`src/rtl/seq_detect_pkg.sv`:
```
// Shared definitions for the programmable serial pattern detector:
// default sizing, FSM state encoding and the pattern-length mask helper.
package seq_detect_pkg;

    localparam int MAX_LEN_DEF = 8;
    localparam int CNT_W_DEF   = 8;

    // Widest pattern any instance may be built for; the mask helper works at this width.
    localparam int MASK_W_MAX  = 16;

    typedef enum logic [1:0] {
        ST_IDLE = 2'd0,
        ST_RUN  = 2'd1,
        ST_DONE = 2'd2
    } state_t;

    // Mask with the low 'len' bits set (len = 0 gives all zeros, len = 16 all ones).
    function automatic logic [MASK_W_MAX-1:0] len_mask(input logic [4:0] len);
        logic [MASK_W_MAX:0] w_one_hot;
        w_one_hot = (MASK_W_MAX+1)'(1) << len;
        return MASK_W_MAX'(w_one_hot - (MASK_W_MAX+1)'(1));
    endfunction

endpackage

```
`src/rtl/seq_detect_ctrl_core.sv`:
```
// seq_match_core: history shift register, fill counter and length-masked
// comparator. The match is combinational so the final bit of a pattern is
// flagged in the same cycle it is presented on i_x.
module seq_match_core
    import seq_detect_pkg::*;
#(
    parameter  int MAX_LEN = MAX_LEN_DEF,
    localparam int LEN_W   = $clog2(MAX_LEN + 1)
) (
    input  logic               i_clk,
    input  logic               i_rst,
    input  logic               i_shift_en,
    input  logic               i_clear,
    input  logic               i_overlap,
    input  logic               i_x,
    input  logic [MAX_LEN-1:0] i_cfg_pattern,
    input  logic [LEN_W-1:0]   i_cfg_len,
    output logic               o_match
);

    logic [MAX_LEN-1:0] r_hist;
    logic [LEN_W-1:0]   r_fill;

    logic [MAX_LEN-1:0] w_window;
    logic [MAX_LEN-1:0] w_mask;
    logic               w_fill_ok;

    // The newest bit sits at position 0, matching the pattern's "last bit" end.
    assign w_window  = {r_hist[MAX_LEN-2:0], i_x};
    assign w_mask    = MAX_LEN'(len_mask(5'(i_cfg_len)));

    // Enough usable bits once the current one is counted; done one bit wider
    // so fill = MAX_LEN cannot wrap.
    assign w_fill_ok = ((LEN_W+1)'(r_fill) + (LEN_W+1)'(1)) >= (LEN_W+1)'(i_cfg_len);

    assign o_match   = i_shift_en && w_fill_ok &&
                       (((w_window ^ i_cfg_pattern) & w_mask) == '0);

    // Shift in sampled bits and track how many of them may still form a match.
    always_ff @(posedge i_clk) begin
        // NOTE: state is updated with non-blocking assignments so every register
        // in this block sees the pre-edge values of the others.
        if (i_rst || i_clear) begin
            r_hist <= '0;
            r_fill <= '0;
        end else if (i_shift_en) begin
            r_hist <= w_window;
            if (o_match && !i_overlap) begin
                // Non-overlapping: bits consumed by a match never seed the next one.
                r_fill <= '0;
            end else if (r_fill != LEN_W'(MAX_LEN)) begin
                r_fill <= r_fill + LEN_W'(1);
            end
        end
    end

endmodule

```
`src/rtl/seq_detect_ctrl.sv`:
```
// seq_detect_ctrl: run-time programmable serial pattern detector.
// Holds the configuration registers, the IDLE/RUN/DONE sequencing FSM and
// the saturating match counter; bit matching lives in seq_match_core.
module seq_detect_ctrl
    import seq_detect_pkg::*;
#(
    parameter  int MAX_LEN = MAX_LEN_DEF,
    parameter  int CNT_W   = CNT_W_DEF,
    localparam int LEN_W   = $clog2(MAX_LEN + 1)
) (
    input  logic               i_clk,
    input  logic               i_rst,
    input  logic               i_cfg_valid,
    output logic               o_cfg_ready,
    input  logic [MAX_LEN-1:0] i_cfg_pattern,
    input  logic [LEN_W-1:0]   i_cfg_len,
    input  logic               i_cfg_overlap,
    input  logic [CNT_W-1:0]   i_cfg_target,
    output logic               o_cfg_err,
    input  logic               i_start,
    input  logic               i_stop,
    input  logic               i_x,
    input  logic               i_x_valid,
    output logic               o_z,
    output logic               o_busy,
    output logic               o_done,
    output logic [CNT_W-1:0]   o_match_count
);

    state_t r_state;
    state_t w_next_state;

    logic [MAX_LEN-1:0] r_pattern;
    logic [LEN_W-1:0]   r_len;
    logic               r_overlap;
    logic [CNT_W-1:0]   r_target;
    logic               r_configured;
    logic               r_cfg_err;
    logic [CNT_W-1:0]   r_count;

    logic               w_run;
    logic               w_len_ok;
    logic               w_cfg_accept;
    logic               w_cfg_reject;
    logic               w_start_ok;
    logic               w_shift_en;
    logic               w_core_clear;
    logic               w_match;
    logic [CNT_W:0]     w_count_inc;
    logic               w_count_sat;
    logic               w_terminal;

    assign w_run        = (r_state == ST_RUN);
    assign w_len_ok     = (i_cfg_len != '0) && (i_cfg_len <= LEN_W'(MAX_LEN));
    assign w_cfg_accept = i_cfg_valid && !w_run && w_len_ok;
    assign w_cfg_reject = i_cfg_valid && !w_run && !w_len_ok;

    // A config written on the same edge as start is enough to make the run legal.
    assign w_start_ok   = i_start && !i_stop && !w_run && (r_configured || w_cfg_accept);

    assign w_shift_en   = w_run && i_x_valid;
    assign w_core_clear = w_start_ok || (w_run && i_stop);

    // Terminal check is done one bit wider so a saturated counter cannot wrap.
    assign w_count_inc  = (CNT_W+1)'(r_count) + (CNT_W+1)'(1);
    assign w_count_sat  = &r_count;
    assign w_terminal   = w_match && (r_target != '0) &&
                          ((w_count_inc == (CNT_W+1)'(r_target)) || (r_count >= r_target));

    seq_match_core #(
        .MAX_LEN (MAX_LEN)
    ) u_core (
        .i_clk         (i_clk),
        .i_rst         (i_rst),
        .i_shift_en    (w_shift_en),
        .i_clear       (w_core_clear),
        .i_overlap     (r_overlap),
        .i_x           (i_x),
        .i_cfg_pattern (r_pattern),
        .i_cfg_len     (r_len),
        .o_match       (w_match)
    );

    // FSM state register.
    always_ff @(posedge i_clk) begin
        if (i_rst) begin
            r_state <= ST_IDLE;
        end else begin
            r_state <= w_next_state;
        end
    end

    // FSM next-state logic; stop always wins over start.
    always_comb begin
        // NOTE: default assignment first so no path leaves the signal unassigned
        // and no latch is inferred.
        w_next_state = r_state;
        unique case (r_state)
            ST_IDLE: begin
                if (w_start_ok) w_next_state = ST_RUN;
            end
            ST_RUN: begin
                if (i_stop)          w_next_state = ST_IDLE;
                else if (w_terminal) w_next_state = ST_DONE;
            end
            ST_DONE: begin
                if (i_stop)          w_next_state = ST_IDLE;
                else if (w_start_ok) w_next_state = ST_RUN;
            end
            default: w_next_state = ST_IDLE;
        endcase
    end

    // FSM outputs decoded from the current state.
    always_comb begin
        o_busy      = 1'b0;
        o_done      = 1'b0;
        o_cfg_ready = 1'b1;
        unique case (r_state)
            ST_RUN:  begin
                o_busy      = 1'b1;
                o_cfg_ready = 1'b0;
            end
            ST_DONE: o_done = 1'b1;
            default: ;
        endcase
    end

    // Configuration registers: only a legal length overwrites the stored config.
    always_ff @(posedge i_clk) begin
        if (i_rst) begin
            r_pattern    <= '0;
            r_len        <= '0;
            r_overlap    <= 1'b0;
            r_target     <= '0;
            r_configured <= 1'b0;
        end else if (w_cfg_accept) begin
            r_pattern    <= i_cfg_pattern;
            r_len        <= i_cfg_len;
            r_overlap    <= i_cfg_overlap;
            r_target     <= i_cfg_target;
            r_configured <= 1'b1;
        end
    end

    // One-cycle error pulse for a rejected config write.
    always_ff @(posedge i_clk) begin
        if (i_rst) begin
            r_cfg_err <= 1'b0;
        end else begin
            r_cfg_err <= w_cfg_reject;
        end
    end

    // Saturating match counter, cleared on run start and held across stop.
    always_ff @(posedge i_clk) begin
        if (i_rst || w_start_ok) begin
            r_count <= '0;
        end else if (w_run && !i_stop && w_match && !w_count_sat) begin
            r_count <= r_count + CNT_W'(1);
        end
    end

    assign o_z           = w_match;
    assign o_cfg_err     = r_cfg_err;
    assign o_match_count = r_count;

endmodule

```
`config.mk`:
```
export PLATFORM = sky130hd
export DESIGN_NAME = seq_detect_ctrl
export DESIGN_NICKNAME = d
export VERILOG_FILES = /design/src/rtl/seq_detect_pkg.sv /design/src/rtl/seq_detect_ctrl_core.sv /design/src/rtl/seq_detect_ctrl.sv
export SDC_FILE = /design/constraint.sdc
export NUM_CORES = 1
export LEC_CHECK = 0
export ABC_AREA = 1
export CORE_MARGIN = 2
export CORE_UTILIZATION = 45
export CTS_CLUSTER_DIAMETER = 150
export DETAILED_ROUTE_END_ITERATION = 16
export GPL_TIMING_DRIVEN = 0
export PLACE_DENSITY_LB_ADDON = 0.05
export SLEW_MARGIN = 20
export SYNTH_ARGS = -nofsm -noshare
export SYNTH_HDL_FRONTEND = slang
export SYNTH_SLANG_ARGS = --single-unit
```
`constraint.sdc`:
```
create_clock -name i_clk -period 1.95 [get_ports i_clk]
set_input_delay 0.4875 -clock i_clk [delete_from_list [all_inputs] [get_ports i_clk]]
set_output_delay 0.4875 -clock i_clk [all_outputs]
set_load 0.02 [all_outputs]
```
* Yosys cells after proc, flatten, opt, wreduce, memory -nomap -nowiden
Cells that the tools add are included.
** Cells by class
- Multiply operators :: 0
- Div/mod/pow operators :: 0
- Order comparisons :: 3
- Shift-type cells :: 1
- Add/sub/neg operators :: 5
- Bitwise operators :: 2
- Mux-type cells :: 10
- Reductions and logical operators :: 34
- Equality and inequality tests :: 5
** Operator list (number)
- 1-bit logical AND :: 17
- 8-bit by 1-bit adder with 9-bit output, second input constant :: 1
- 9-bit by 8-bit equality test with 1-bit output :: 1
- 8-bit by 1-bit adder with 8-bit output, second input constant :: 1
- 8-bit bitwise AND :: 1
- 8-bit >= comparator :: 1
- 8-bit logical NOT :: 1
- 2-bit 2-to-1 mux :: 4
- 4-bit 2-to-1 mux :: 2
- 8-bit AND reduction :: 1
- 8-bit nonzero test :: 1
- 1-bit by 4-bit left shift with 8-bit output, first input constant :: 1
- 8-bit by 1-bit subtractor with 8-bit output, second input constant :: 1
- 8-bit bitwise XOR :: 1
- 2-bit one-hot mux with 3 select lines :: 1
- 4-bit by 1-bit adder with 5-bit output, second input constant :: 1
- 5-bit by 4-bit >= comparator with 1-bit output :: 1
- 1-bit logical NOT :: 5
- 1-bit logical OR :: 5
- 4-bit by 1-bit adder with 4-bit output, second input constant :: 1
- 4-bit <= comparator, second input constant :: 1
- 4-bit != test, second input constant :: 1
- 4-bit nonzero test :: 1
- 1-bit 2-to-1 mux :: 3
- 6 further kinds :: 6
** Word-level totals
- Memories kept :: 0
- Output and inout bits :: 13
- Bits of input ports :: 28
- Latch bits :: 0
- Logic and storage cells :: 70
- Memory bits (read-only) :: 0
- Flip-flop bits (word level) :: 44
- Memory bits (writable) :: 0

* Longest topological paths before layout
- Word-level depth :: 10
- Gate-level depth with buffers :: 15

* Modules after synthesis
Synthesis repeated with hierarchy kept, for this count alone.
** Unflattened totals
- Cell total of the unflattened synthesis :: 404
- Area, all modules :: 2685.1 um2
** Modules (own cells, without submodules)
- seq_detect_ctrl :: area an instance 1732.9 um2, cells an instance 254, times used 1
- seq_match_core :: area an instance 952.2 um2, cells an instance 150, times used 1

* Least setup slack after synthesis
No wires, ideal clock.
- Path kind :: register -> output
- Start point :: register u_core.r_fill[0]
- End point :: output port o_z
- Slack :: -0.228 ns
- Arrival time :: 1.691 ns
- Cell stages (with the launch flop) :: 10
- Required time :: 1.462 ns
- Path buffers :: 0
- Cell sequence :: dfxtp_1 -> inv_1 -> ha_1 -> ha_1 -> o21ai_0 -> a21boi_0 -> o21ai_0 -> nand2_1 -> nand2_4 -> inv_1
** On the way
- Longest elaborated chain between the ends :: 4
** RTL lines
- start: declaration :: RTL line seq_detect_ctrl_core.sv:22 : logic [LEN_W-1:0] r_fill;
- start signal: assignment :: RTL line seq_detect_ctrl_core.sv:52 : r_fill <= r_fill + LEN_W'(1);
- 4-bit by 1-bit adder with 5-bit output :: RTL line seq_detect_ctrl_core.sv:34 : assign w_fill_ok = ((LEN_W+1)'(r_fill) + (LEN_W+1)'(1)) >= (LEN_W+1)'(i_cfg_len);
- 5-bit by 4-bit >= comparator with 1-bit output :: RTL line seq_detect_ctrl_core.sv:34
- 1-bit logical AND (2 in a row) :: RTL line seq_detect_ctrl_core.sv:36 : assign o_match = i_shift_en && w_fill_ok &&
- end: declaration :: RTL line seq_detect_ctrl.sv:24 : output logic o_z,
No other way between the ends.

* Final worst setup path
Same ends and word-level chain as after synthesis.

==> impl_metrics.tcl <==
set metrics [dict create \
    setup_viol 15 \
    rsz0062_at_grt "yes" \
    syn-num-nets 432 \
    wirelength_um 7020 \
    setup_ws_ns -0.437 \
    die_h_um 80.7 \
    dp_worst_setup_slack_ns -0.924 \
    cpPeakStageDelay_ns 0.38 \
    outcome "finished, violations left" \
    crit_type "flip-flop to primary output" \
    grt_pass1_vias 2551 \
    coreArea_um2 5610 \
    violations "setup timing" \
    synth_cells 388 \
    drc 0 \
    cts_root_buffer "clkbuf_8" \
    ios 41 \
    worst_pin_slew_ns 0.502 \
    syn_area_per_cell_um2 6.82 \
    gp_congestion 0.910 \
    grt_pass1_wl_um 11900 \
    n_antenna_cell 0 \
    yosys_register_bits 44 \
    grt_max_degree 15 \
    synth-edff-count 0 \
    finalClockSkew_ns 0.00395 \
    die_w_um 80.7 \
    synth_top_area_share_pct 33.3 \
    yosysMostFrequentCell "nand2_1" \
    design_area_um2 3600 \
    final_nets 493 \
    hpwlAfterDp_um 5120 \
    synth.distinct_cells 30 \
    drtPass1Iterations 5 \
    cts_tree "yes" \
    cts_max_level 2 \
    ys_warn_count 0 \
    clkSinkCount 44 \
    vias_per_cell 5.11 \
    cp_data_arrival_time_ns 1.90 \
    cts_buffer_depth 2 \
    clk_latency_ns 0.30 \
    hold_ws_ns 0.461 \
    synth_area_leaders "dfxtp_1, nand2_1, a21oi_1" \
    crit_fanout 4 \
    hold_buffers 0 \
    drv_cap 0 \
    numCtsBuffers 5 \
    clkTransAtPathRegs_ns 0.09 \
    syn2layout_area_growth_pct 36.2 \
    rows 27 \
    avgRoutedWirePerCell_um 13.5 \
    grt_usage_pct 23.6 \
    synth-async-reset-ratio_pct 0 \
    antenna_left 0 \
    yosys-top-cells-count "nand2_1, inv_1, dfxtp_1" \
    nFillCells 522 \
    path_cells "ha_4, xor2_2, ha_1, a21boi_1, o21ai_1, nand2_2, nand2_4, inv_4, buf_6" \
    synth_area_um2 2650 \
    drv_slew 0 \
    initial_core_util_pct 47.2 \
    vias 2666 \
    min-delay-path-class "flip-flop to flip-flop" \
    grt-ovfl-total 0 \
    total_leakage_power_nw 1.57 \
    worst_setup_path_end_kind "primary output" \
    worst-r2r-cell-count 14 \
    drtIter0Drc 146 \
    die_area_um2 6510 \
    fin_crit_sh_pct 122 \
    place.port_buffers 40 \
    crit_required_ns 1.46 \
    ys_seq_area_share_pct 33.3 \
    power.density_nw_per_um2 613 \
    period_minus_slack_ns 2.39 \
    synth_top_cell_by_area "dfxtp_1" \
    final_core_util_pct 64.3 \
    worstHoldPathCells 2 \
    cp_slowest_cell "dfxtp_4" \
    hold_viol 0 \
    synth_top_flop_cell "dfxtp_1" \
    ir_drop_mv 0.417 \
    worstSetupStartpointType "flip-flop" \
    dpl_cell_area_um2 3190 \
    slew_headroom_pct 66.5 \
    drive_gt1_share_pct 20.2 \
    antenna_found_initial 0 \
    fmax_mhz 419 \
]
==> layout make-up <==
type | instances | area [um^2] | share of cell area (%)
well taps | 72 | 90.1 | 2.50
multi-input cells | 280 | 1700 | 47.2
repair buffers | 53 | 531 | 14.7
clock buffers | 6 | 82.6 | 2.29
inverters | 57 | 224 | 6.22
plain buffers | 8 | 36.3 | 1.01
flip-flops and latches | 44 | 901 | 25.0
clock inverters | 2 | 38.8 | 1.08
==> worst max-delay path: cells and delay by family, from the launching register on <==
family	cells	cell delay (ns)
adders and majority gates	2	0.44
DFF	1	0.38
AOI/OAI and AO/OA	2	0.31
and+or+nand+nor	2	0.18
xor gates and xnor gates	1	0.15
buffers and inverters	2	0.15
==> logic make-up after synthesis <==
group           synth area share [%]
fa+ha+maj                       7.57
buf+inv                         9.22
xor+xnor                        1.99
simple gates                    30.8
compound gates                  17.1
flops                           33.3
==> sequential cells by signal, summed over array words and instances, names as in the netlist <==
signal and cells:
o_match_count 8, r_overlap 1, r_state 2, o_cfg_err 1
r_target 8, r_len 4, u_core.r_fill 4, r_pattern 8
u_core.r_hist 7, r_configured 1
==> routing by layer <==
| metal | part of all wire [%] | GRT usage, % |
|---|---|---|
| met4 | 1.6 | 8.64 |
| met2 | 43 | 37.1 |
| met3 | 3.9 | 3.26 |
| met5 | 0 | 0 |
| met1 | 51 | 32.8 |
==> stage by stage <==
step,total power [mW],instances,TNS (ns)
floorplan,1.24,388,-0.0147
global placement,1.37,500,-14.77
detailed placement,1.38,500,-15.57
CTS,2.18,520,-1.18
global route,2.32,522,-3.22
finish,2.21,522,-1.41
==> power breakdown <==
part	leakage, nW	internal (mW)	switching [mW]	total (mW)
logic	1.14	0.216	0.266	0.482
registers	0.363	0.936	0.0313	0.967
clock network	0.0614	0.420	0.340	0.759
total	1.57	1.57	0.637	2.21
==> cells in the final DEF, fill, tap and decap left out, drive strengths merged <==
cell / instances
bufinv: 1
clkbuf: 14
dfxtp: 44
dlymetal6s2s: 5
o21ai: 29
o21bai: 2
or2: 1
a211oi: 1
xor2: 4
nand4: 10
a21oi: 47
dlygate4sd2: 1
ha: 16
nor2: 33
o31ai: 1
a21boi: 1
clkdlybuf4s50: 33
nand2: 101
nor3: 4
inv: 57
a31o: 1
buf: 14
o21a: 1
xnor2: 2
clkinv: 1
nand3: 26
==> path summary, 6_finish.rpt <==
check,startpoint,slack [ns],endpoint
setup / recovery,u_core.r_fill[0]$_SDFFE_PP0P_,-0.44,o_z
hold / removal,r_configured$_SDFFE_PP0P_,0.46,r_configured$_SDFFE_PP0P_
setup reg to reg,u_core.r_fill[0]$_SDFFE_PP0P_,-0.13,u_core.r_fill[1]$_SDFFE_PP0P_
hold reg to reg,r_configured$_SDFFE_PP0P_,0.46,r_configured$_SDFFE_PP0P_
==> what timing repair did <==
action	in CTS	in global routing
resized for setup	29	31
pin swaps	14	14
setup buffers	11	4
gates cloned	1	0
setup endpoints to repair	36	48
(Power assumes the default switching activity.)
